==> src/rtl/hilo_unit.sv <==
// HI/LO register unit: latches a multi-cycle MUL/DIV result into HI/LO after a
// fixed latency, and serves MFHI/MFLO reads, stalling requests while busy.
module hilo_unit #(
  parameter int MUL_LAT = 4,
  parameter int DIV_LAT = 12
) (
  input  logic        clk,
  input  logic        rst_n,
  input  logic        op_valid,
  input  logic [2:0]  alu_op,
  input  logic [31:0] in2,
  input  logic [63:0] md_result,
  input  logic        rd_req,
  input  logic        rd_sel,
  output logic [31:0] rd_data,
  output logic        rd_valid,
  output logic        busy,
  output logic        stall,
  output logic        div_zero,
  output logic [31:0] hi,
  output logic [31:0] lo
);

  localparam logic [2:0] OP_MUL = 3'b010;
  localparam logic [2:0] OP_DIV = 3'b011;
  localparam logic [3:0] MUL_LOAD = 4'(MUL_LAT - 1);
  localparam logic [3:0] DIV_LOAD = 4'(DIV_LAT - 1);

  typedef enum logic [1:0] {
    IDLE     = 2'd0,
    MUL_WAIT = 2'd1,
    DIV_WAIT = 2'd2
  } state_t;

  state_t      state_reg;
  logic [3:0]  cnt_reg;
  logic [63:0] pending_reg;

  logic is_mul, is_div, md_op, idle, accept, rd_ok;

  assign is_mul = (alu_op == OP_MUL);
  assign is_div = (alu_op == OP_DIV);
  assign md_op  = op_valid && (is_mul || is_div);
  assign idle   = (state_reg == IDLE);
  // A read always wins over a simultaneous md_op so it sees pre-op HI/LO.
  assign accept = md_op && idle && !rd_req;
  assign rd_ok  = rd_req && idle;
  assign stall  = (md_op && !accept) || (rd_req && !idle);
  assign busy   = !idle;

  always_ff @(posedge clk or negedge rst_n) begin
    if (!rst_n) begin
      state_reg   <= IDLE;
      cnt_reg     <= '0;
      pending_reg <= '0;
      hi          <= '0;
      lo          <= '0;
      rd_data     <= '0;
      rd_valid    <= 1'b0;
      div_zero    <= 1'b0;
    end else begin
      rd_valid <= rd_ok;
      if (rd_ok) begin
        rd_data <= rd_sel ? hi : lo;
      end

      case (state_reg)
        IDLE: begin
          if (accept) begin
            if (is_div && (in2 == 32'd0)) begin
              // Divide-by-zero: flag it and leave HI/LO untouched.
              div_zero <= 1'b1;
            end else begin
              div_zero    <= 1'b0;
              pending_reg <= md_result;
              cnt_reg     <= is_div ? DIV_LOAD : MUL_LOAD;
              state_reg   <= is_div ? DIV_WAIT : MUL_WAIT;
            end
          end
        end
        MUL_WAIT, DIV_WAIT: begin
          if (cnt_reg == 4'd0) begin
            hi        <= pending_reg[63:32];
            lo        <= pending_reg[31:0];
            state_reg <= IDLE;
          end else begin
            cnt_reg <= cnt_reg - 4'd1;
          end
        end
        default: state_reg <= IDLE;
      endcase
    end
  end

endmodule

==> config.mk <==
export PLATFORM = sky130hd
export DESIGN_NAME = hilo_unit
export DESIGN_NICKNAME = d
export VERILOG_FILES = /design/src/rtl/hilo_unit.sv
export SDC_FILE = /design/constraint.sdc
export NUM_CORES = 1
export LEC_CHECK = 0
export CAP_MARGIN = 10
export CORE_MARGIN = 5
export CORE_UTILIZATION = 47
export CTS_CLUSTER_SIZE = 14
export DETAILED_ROUTE_END_ITERATION = 6
export HOLD_SLACK_MARGIN = 0.15
export PLACE_DENSITY = 0.89
export SYNTH_ARGS = -nofsm -noshare
export SYNTH_HDL_FRONTEND = slang
export SYNTH_SLANG_ARGS = --single-unit
==> constraint.sdc <==
create_clock -name clk -period 3.1 [get_ports clk]
set_input_delay 0.62 -clock clk [delete_from_list [all_inputs] [get_ports clk]]
set_output_delay 0.62 -clock clk [all_outputs]
set_load 0.01 [all_outputs]
==> impl_results.html <==
<table>
<tr><th>Metric</th><th>Value</th></tr>
<tr><th colspan="2">Clocking</th></tr>
<tr><td>Worst-path clk slew</td><td>0.06 ns</td></tr>
<tr><td>Count of hold buffers inserted by post-cts repair</td><td>0</td></tr>
<tr><td>Number of buffers added by the clock tree synthesis step</td><td>17</td></tr>
<tr><td>CTS HTree Levels</td><td>4</td></tr>
<tr><td>Number of buffers on the longest clock path</td><td>2</td></tr>
<tr><td>Sinks on the clock net</td><td>168</td></tr>
<tr><td>Post-CTS setup-driven buffer insertion count</td><td>0</td></tr>
<tr><td>CTS tree</td><td>built</td></tr>
<tr><td>Resize count post-CTS</td><td>0</td></tr>
<tr><td>Root Buffer</td><td>clkbuf_16</td></tr>
<tr><td>Source-to-sink clock delay at the later pin of the worst-skew pair</td><td>0.42 ns</td></tr>
<tr><th colspan="2">Synth</th></tr>
<tr><td>Syn avg cell area</td><td>14.0 sq um</td></tr>
<tr><td>Number of flops mapped to enable cells by yosys</td><td>0</td></tr>
<tr><td>Library cells used by synthesis</td><td>43</td></tr>
<tr><td>Sequential-to-total area share from yosys stat</td><td>61.2%</td></tr>
<tr><td>Share of Yosys cell area claimed by the top area cell type</td><td>61.2%</td></tr>
<tr><td>Register bit total from synthesis</td><td>168</td></tr>
<tr><td>Cells after Synth</td><td>489</td></tr>
<tr><td>Number of warnings issued by yosys</td><td>0</td></tr>
<tr><td>Commonest register cell after synthesis</td><td>dfrtp_1</td></tr>
<tr><td>Post-synthesis async set-or-reset flop share</td><td>100%</td></tr>
<tr><td>Syn_nets</td><td>596</td></tr>
<tr><td>Cell type contributing the most total cell area after synthesis</td><td>dfrtp_1</td></tr>
<tr><td>Post-Syn Area</td><td>6870 sq um</td></tr>
<tr><td>Top area cells in the synthesized netlist</td><td>dfrtp_1 (61%), mux2_2 (20%), mux2i_1 (4.7%)</td></tr>
<tr><th colspan="2">Die</th></tr>
<tr><td>Placement row count</td><td>44</td></tr>
<tr><td>Die Wd</td><td>131 um</td></tr>
<tr><td>Die boundary height</td><td>131 um</td></tr>
<tr><td># IOs</td><td>204</td></tr>
<tr><td>Initial cell density of the core</td><td>47.6%</td></tr>
<tr><td>Core area</td><td>14,400 sq um</td></tr>
<tr><td>Die footprint</td><td>17,100 sq um</td></tr>
<tr><th colspan="2">Placement</th></tr>
<tr><td>HPWL after detailed placement</td><td>11,700 um</td></tr>
<tr><td>GP Congestion</td><td>0.823</td></tr>
<tr><td>IO Port Bufs</td><td>203</td></tr>
<tr><td>Inst Count DP</td><td>856</td></tr>
<tr><th colspan="2">Global route</th></tr>
<tr><td>Wire length of the first global-routing pass</td><td>26,500 um</td></tr>
<tr><td>Vias in the first global route</td><td>5,128</td></tr>
<tr><td>Residual overflow from global routing</td><td>0</td></tr>
<tr><td>Number of antenna violations at the first check in global routing</td><td>0</td></tr>
<tr><td>GR Util All Layers</td><td>20.2%</td></tr>
<tr><td>Pin count of the biggest net entering global routing</td><td>88</td></tr>
<tr><th colspan="2">Finish</th></tr>
<tr><td># diodes</td><td>0</td></tr>
<tr><td>Share of cells above drive strength 1</td><td>25.3%</td></tr>
<tr><td>Commonest non-fill, non-tap cells in the layout</td><td>clkdlybuf4s50_1 (201), dfrtp_1 (168), mux2_2 (123)</td></tr>
<tr><td>Leading cell type in the layout, fill and taps excluded</td><td>clkdlybuf4s50_1</td></tr>
<tr><td>Flip-flop count of the largest register after layout</td><td>64</td></tr>
<tr><td>Layout net count</td><td>798</td></tr>
<tr><td>Count of placed standard cells in the final layout, fillers left out</td><td>888</td></tr>
<tr><td>Area growth syn-to-layout</td><td>40.6%</td></tr>
<tr><td>Layout filler cell count</td><td>995</td></tr>
<tr><th colspan="2">Timing</th></tr>
<tr><td>Final critical-path share of the clock period</td><td>91.6%</td></tr>
<tr><td>Final clock skew</td><td>0.0103 ns</td></tr>
<tr><td>Post-layout minimum cycle time</td><td>2.84 ns</td></tr>
<tr><td>Final Hold Violating Endpoints</td><td>0</td></tr>
<tr><td>Highest clock rate</td><td>0.352 GHz</td></tr>
<tr><td>Setup TNS after final layout</td><td>0 ns</td></tr>
<tr><td>Transition time of the tightest slew-check pin</td><td>0.667 ns</td></tr>
<tr><td>Number of setup violations in the final report</td><td>0</td></tr>
<tr><td>Max-slew violation count</td><td>0</td></tr>
<tr><td>Normalized max-slew margin</td><td>55.5%</td></tr>
<tr><td>Setup repair after global routing missed its margin</td><td>false</td></tr>
<tr><th colspan="2">Pwr</th></tr>
<tr><td>Worst supply voltage drop on vdd</td><td>486 uV</td></tr>
<tr><td>Pwr/cell area</td><td>868 nW/um^2</td></tr>
<tr><td>Static power due to leakage</td><td>0.00424 uW</td></tr>
<tr><th colspan="2">Route</th></tr>
<tr><td>Drt first-iter violations</td><td>279</td></tr>
<tr><td>Residual DRC count</td><td>0</td></tr>
<tr><td>Vias after detailed routing</td><td>4,744</td></tr>
<tr><td>WL/cell</td><td>18.6 um</td></tr>
<tr><td>Routed vias/inst</td><td>5.34</td></tr>
<tr><td>1st-pass router iterations</td><td>5</td></tr>
<tr><td>Final antenna-violating net count</td><td>0</td></tr>
<tr><td>DRT Wirelength</td><td>16,500 um</td></tr>
<tr><th colspan="2">Critical path</th></tr>
<tr><td>Largest fanout of any net on the critical path</td><td>12</td></tr>
<tr><td>Startpoint Class</td><td>flop</td></tr>
<tr><td>CP Cell Sequence</td><td>inv_1, ha_1, buf_4, inv_1, maj3_1, clkdlybuf4s50_1</td></tr>
<tr><td>Endpoint required time on the critical path</td><td>2.48 ns</td></tr>
<tr><td>Slowest stage cell on the critical path</td><td>clkdlybuf4s50_1</td></tr>
<tr><td>Slowest cell delay on critical path</td><td>0.48 ns</td></tr>
<tr><td>Worst-case reg-to-reg path depth</td><td>6</td></tr>
<tr><td>Start point of the critical path</td><td>state_reg[0]$_DFFE_PN0P_</td></tr>
<tr><td>Endpoint kind of the worst setup timing path</td><td>output port</td></tr>
<tr><td>Critical R2R Launch</td><td>cnt_reg[0]$_DFFE_PN0P_</td></tr>
<tr><td>Category of the most critical setup path</td><td>flop to output port</td></tr>
<tr><td>Most prevalent standard cell on the critical path</td><td>inv_1</td></tr>
<tr><td>Data arrival time of the worst path</td><td>2.22 ns</td></tr>
<tr><th colspan="2">Status</th></tr>
<tr><td>Run status</td><td>finished, final reports clean</td></tr>
<tr><th colspan="2">Run</th></tr>
<tr><td>Number of max-cap violations</td><td>0</td></tr>
<tr><th colspan="2">Min path</th></tr>
<tr><td>Min-delay worst type</td><td>primary input to async pin</td></tr>
</table>
-- worst max-delay path, delay by kind of cell (launching register included) --
family	cells	cell delay, ns
buffers and inverters	4	0.90
adders and majority gates	2	0.52
DFF	1	0.38
-- cell families after synthesis --
group,share of synthesized area [%]
adder cells (fa/ha/maj),0.692
multiplexers,25.9
flip-flops,61.2
AND/OR/NAND/NOR,5.23
AO/OA/AOI/OAI,4.46
buffers and inverters,2.46
-- where the power goes --
group / total [uW] / switching (uW) / leakage, uW / internal, uW
sequential: 3680 / 574 / 0.00213 / 3100
clock: 1910 / 850 / 0.000271 / 1060
combinational: 2790 / 1110 / 0.00184 / 1680
total: 8380 / 2540 / 0.00424 / 5850
-- cell usage after synthesis (3+ instances only) --
| cell | count |
|---|---|
| nor4_1 | 6 |
| inv_1 | 7 |
| a21oi_1 | 36 |
| mux2_4 | 5 |
| buf_1 | 3 |
| or4_1 | 3 |
| buf_2 | 12 |
| mux2_2 | 123 |
| mux2i_1 | 32 |
| nand2_1 | 5 |
| nor3_1 | 4 |
| nor2_1 | 37 |
| dfrtp_1 | 168 |
| clkbuf_1 | 11 |
| ha_1 | 3 |
-- path summary, 6_finish.rpt --
| kind | slack [ns] | end |
|---|---|---|
| worst min register to register | 0.50 | lo[14]$_DFFE_PN0P_ |
| min in group clk | 0.50 | lo[14]$_DFFE_PN0P_ |
| worst min-delay path | 0.17 | pending_reg[58]$_DFFE_PN0P_ |
| worst max register to register | 0.75 | lo[17]$_DFFE_PN0P_ |
| worst max-delay path | 0.26 | stall |
| max in group asynchronous | 2.04 | pending_reg[63]$_DFFE_PN0P_ |
-- metrics by stage --
step	power (uW)	worst slack [ns]	instance area (sq um)	util, %	hold WS [ns]
after CTS	8470	0.240	9660	66.9	0.177
final	8380	0.261	9660	66.9	0.172
after floorplan	4950	0.704	6870	-	0.324
after global placement	6310	0.275	9120	63.2	0.480
after detailed placement	6510	0.233	9120	63.2	0.489
after global routing	8870	0.175	9660	66.9	0.205
-- routing by layer --
metal | GRT usage [%] | part of all wire, % | up-vias
met5 | 0 | 0 | -
met2 | 34.6 | 52 | 171
li1 | - | - | 2160
met3 | 6.14 | 6.9 | 28
met4 | 7.38 | 1.9 | 0
met1 | 24.1 | 40 | 2385
-- final cells by class --
type                    instances  area [sq um]  area share [%]
clock inverters                11          73.8           0.765
inverters                       7          26.3           0.272
multi-input cells             285          2500            25.9
well taps                     184           230            2.38
flip-flops and latches        168          4200            43.5
clock buffers                  21           460            4.77
repair buffers                212          2160            22.4
No activity file was read; power rests on OpenSTA's default activity.
